==> src/rtl/ui_debounce.sv <==
// ui_debounce: two-flop synchroniser plus per-bit stability counter for
// mechanical switch pads. Presents a clean registered level on dout and,
// when UI_DEBOUNCE_STROBES_EN is defined, one-cycle rise/fall/changed strobes.
// With UI_DEBOUNCE_STROBES_EN undefined the strobe outputs are tied to 0 and
// the port list is unchanged.
module ui_debounce #(
  parameter int unsigned WIDTH     = 8,
  parameter int unsigned DB_CYCLES = 16
) (
  input  logic             clk,
  input  logic             rst,
  input  logic [WIDTH-1:0] din,
  output logic [WIDTH-1:0] dout,
  output logic [WIDTH-1:0] rise,
  output logic [WIDTH-1:0] fall,
  output logic             changed
);

  localparam int unsigned CNT_W = $clog2(DB_CYCLES);
  localparam logic [CNT_W-1:0] CNT_LAST = CNT_W'(DB_CYCLES - 1);

  logic [WIDTH-1:0] s1;
  logic [WIDTH-1:0] s2;
  logic [CNT_W-1:0] cnt     [WIDTH];
  logic [CNT_W-1:0] cnt_nxt [WIDTH];
  logic [WIDTH-1:0] dout_nxt;

  // Two-flop synchroniser; only s2 is used downstream.
  always_ff @(posedge clk) begin
    if (rst) begin
      s1 <= '0;
      s2 <= '0;
    end else begin
      s1 <= din;
      s2 <= s1;
    end
  end

  // Per-bit stability count: clear on agreement, flip-and-clear at the
  // terminal count, so the counter never wraps.
  always_comb begin
    dout_nxt = dout;
    for (int i = 0; i < int'(WIDTH); i++) begin
      cnt_nxt[i] = '0;
      if (s2[i] != dout[i]) begin
        if (cnt[i] == CNT_LAST) begin
          dout_nxt[i] = s2[i];
        end else begin
          cnt_nxt[i] = cnt[i] + CNT_W'(1);
        end
      end
    end
  end

  // Debounced level and counter state.
  always_ff @(posedge clk) begin
    if (rst) begin
      dout <= '0;
      for (int i = 0; i < int'(WIDTH); i++) begin
        cnt[i] <= '0;
      end
    end else begin
      dout <= dout_nxt;
      for (int i = 0; i < int'(WIDTH); i++) begin
        cnt[i] <= cnt_nxt[i];
      end
    end
  end

`ifdef UI_DEBOUNCE_STROBES_EN
  logic [WIDTH-1:0] flip;

  // Bits that flip at the coming edge.
  always_comb begin
    flip = dout ^ dout_nxt;
  end

  // Edge strobes registered on the same edge that updates dout; reset never strobes.
  always_ff @(posedge clk) begin
    if (rst) begin
      rise    <= '0;
      fall    <= '0;
      changed <= 1'b0;
    end else begin
      rise    <= flip & dout_nxt;
      fall    <= flip & dout;
      changed <= |flip;
    end
  end
`else
  assign rise    = '0;
  assign fall    = '0;
  assign changed = 1'b0;
`endif

endmodule

==> config.mk <==
export PLATFORM = sky130hd
export DESIGN_NAME = ui_debounce
export DESIGN_NICKNAME = d
export VERILOG_FILES = /design/src/rtl/ui_debounce.sv
export SDC_FILE = /design/constraint.sdc
export NUM_CORES = 1
export LEC_CHECK = 0
export CORE_MARGIN = 2
export CORE_UTILIZATION = 52
export CTS_CLUSTER_SIZE = 25
export DETAILED_ROUTE_END_ITERATION = 8
export PLACE_DENSITY = 0.78
export SLEW_MARGIN = 20
export SYNTH_ARGS = -nofsm -noshare
export SYNTH_HDL_FRONTEND = slang
export SYNTH_SLANG_ARGS = --single-unit
==> constraint.sdc <==
create_clock -name clk -period 1.6 [get_ports clk]
set_clock_uncertainty 0.15 [all_clocks]
set_input_delay 0.16 -clock clk [delete_from_list [all_inputs] [get_ports clk]]
set_output_delay 0.16 -clock clk [all_outputs]
set_load 0.03 [all_outputs]
==> flow_metrics.tcl <==
set metrics [dict create \
    layout_common_cells "56 x dfxtp_1, 34 x nor2_1, 20 x xor2_1" \
    initial_core_util_pct 53.6 \
    wl_met2_um 1170 \
    worstSkewPairLatency_ps 300 \
    ys_ff_latch 56 \
    netlist_area_um2 2130 \
    routed.top_layer "met4" \
    path_max_fanout 4 \
    finalHoldViolations 0 \
    status "completed" \
    setup_violations 0 \
    n_antenna_cell 0 \
    drtIter0Drc 39 \
    yosys-top-cells-area "dfxtp_1 53%, xor2_1 8.2%, buf_4 6.0%" \
    dpl_cell_area_um2 2300 \
    final_common_cell "dfxtp_1" \
    drt_first_pass_iters 2 \
    grt_use_total_pct 13.1 \
    tns_ps 0 \
    grt_pass1_wl_um 4440 \
    finalCoreUtilization_pct 59.9 \
    die_w_um 68.0 \
    post_drt_wl_per_cell_um 9.36 \
    ir_drop_mv 0.620 \
    p_leak_nw 1.12 \
    portBuffers 17 \
    start_kind "register" \
    routed_via_density 4.51 \
    grt_pass1_vias 1113 \
    met3RoutedLength_um 138 \
    fin_area_um2 2380 \
    yosysSeqAreaShare_pct 52.6 \
    wl_um 2590 \
    cap_violations 0 \
    report.final.slew_viol_count 0 \
    clockBufferDepth 2 \
    gp_congestion 0.684 \
    clkSlewWorstSetupHoldPaths_ps 90 \
    numClockSinks 56 \
    htree_levels 2 \
    timing.fmax_mhz 709 \
    ioPinCount 35 \
    overflow 0 \
    worstPathRequired_ps 1700 \
    synth.avg_cell_area_um2 10.3 \
    die_h_um 68.0 \
    area_delta_synth_final_pct 11.7 \
    antenna_found_initial 0 \
    min_period_ps 1410 \
    hpwl_um 1880 \
    final_nets 244 \
    rows 23 \
    die_area_um2 4620 \
    hold_path.class "in2reg" \
    cp-end-kind "register" \
    cp_data_arrival_time_ps 1510 \
    cellPowerDensity_nw_per_um2 968 \
    rsz0062_at_grt "false" \
    vias 1249 \
    drive_above_1_share_pct 4.85 \
    ys.warnings.count 0 \
    fin_crit_sh_pct 88.2 \
    ant_nets 0 \
    met1Wirelength_um 1210 \
    clock-root-buffer "clkbuf_8" \
    synth_cells 206 \
    yosys.area.top_type "dfxtp_1" \
    drc 0 \
    cts_buffers 5 \
    path_class "reg2reg" \
    cts_tree "built" \
    post-synth-top-area-fraction_pct 52.6 \
    synth_cell_type_count 17 \
    core_area_um2 3970 \
    grt_max_degree 37 \
]
sequential cells by signal, indices dropped and copies added (netlist names):
name  count
cnt      32
s2        8
s1        8
dout      8
cells by family after synthesis:
logic type    synth area share [%]
flops                         52.6
fa+ha+maj                     4.70
mux                           3.76
xor+xnor                      9.87
buf+inv                       8.17
other cells                  0.176
simple gates                  20.7
cell type report:
| cell class | instances | area [um2] |
|---|---|---|
| repair buffers | 18 | 180 |
| well taps | 50 | 62.6 |
| clock buffers | 8 | 90.1 |
| flip-flops and latches | 56 | 1120 |
| inverters | 8 | 30.0 |
| multi-input cells | 137 | 895 |
| fillers | 351 | 1590 |
critical path, stage by stage, from the launching register on:
cell	delay [ps]
dfxtp_1	330
ha_1	220
and3_4	160
or3_4	380
nor2_1	110
per-stage QoR:
stage	hold WS, ps	power (W)	instances	worst slack, ps
floorplan	138	0.00159	222	261
global placement	268	0.00159	269	196
detailed placement	270	0.00159	269	174
CTS	242	0.00234	277	174
global route	266	0.00242	277	115
finish	254	0.00230	277	189
routing by layer:
metal | vias up | global-route usage, %
met3 | 7 | 4.44
met1 | 545 | 15.6
met4 | 0 | 8.25
met5 | - | 0
li1 | 667 | -
met2 | 30 | 20.1
synth_stat cells:
library cell   n
and3_4         2
inv_1          8
xnor2_1        4
clkbuf_1       3
conb_1         1
buf_4         17
clkbuf_2       1
nor2_1        34
nand3b_1       6
dfxtp_1       56
xor2_1        20
or3_4          2
mux2i_1        8
ha_1           8
and3b_1        6
nor2b_1       16
nand3_1       14
timing repair:
action,CTS,global route
hold buffers,0,0
endpoints found under the setup margin,8,0
hold endpoints to repair,0,0
setup buffers,0,0
gates resized for setup,8,0
worst paths after layout:
check,from,to,slack [ps],cells after the start
max,cnt[1][8],cnt[1][10],190,4
min,din[5],s1[5],250,2
max reg2reg,cnt[1][8],cnt[1][10],190,4
min reg2reg,s1[1],s2[1],290,1
power breakdown:
| part | internal (W) | switching (W) | total (W) |
|---|---|---|---|
| clock | 0.000353 | 0.000392 | 0.000745 |
| sequential | 0.00142 | 0.0000112 | 0.00143 |
| combinational | 0.0000467 | 0.0000815 | 0.000128 |
| total | 0.00182 | 0.000485 | 0.00230 |
No activity file was read; power rests on OpenSTA's default activity.
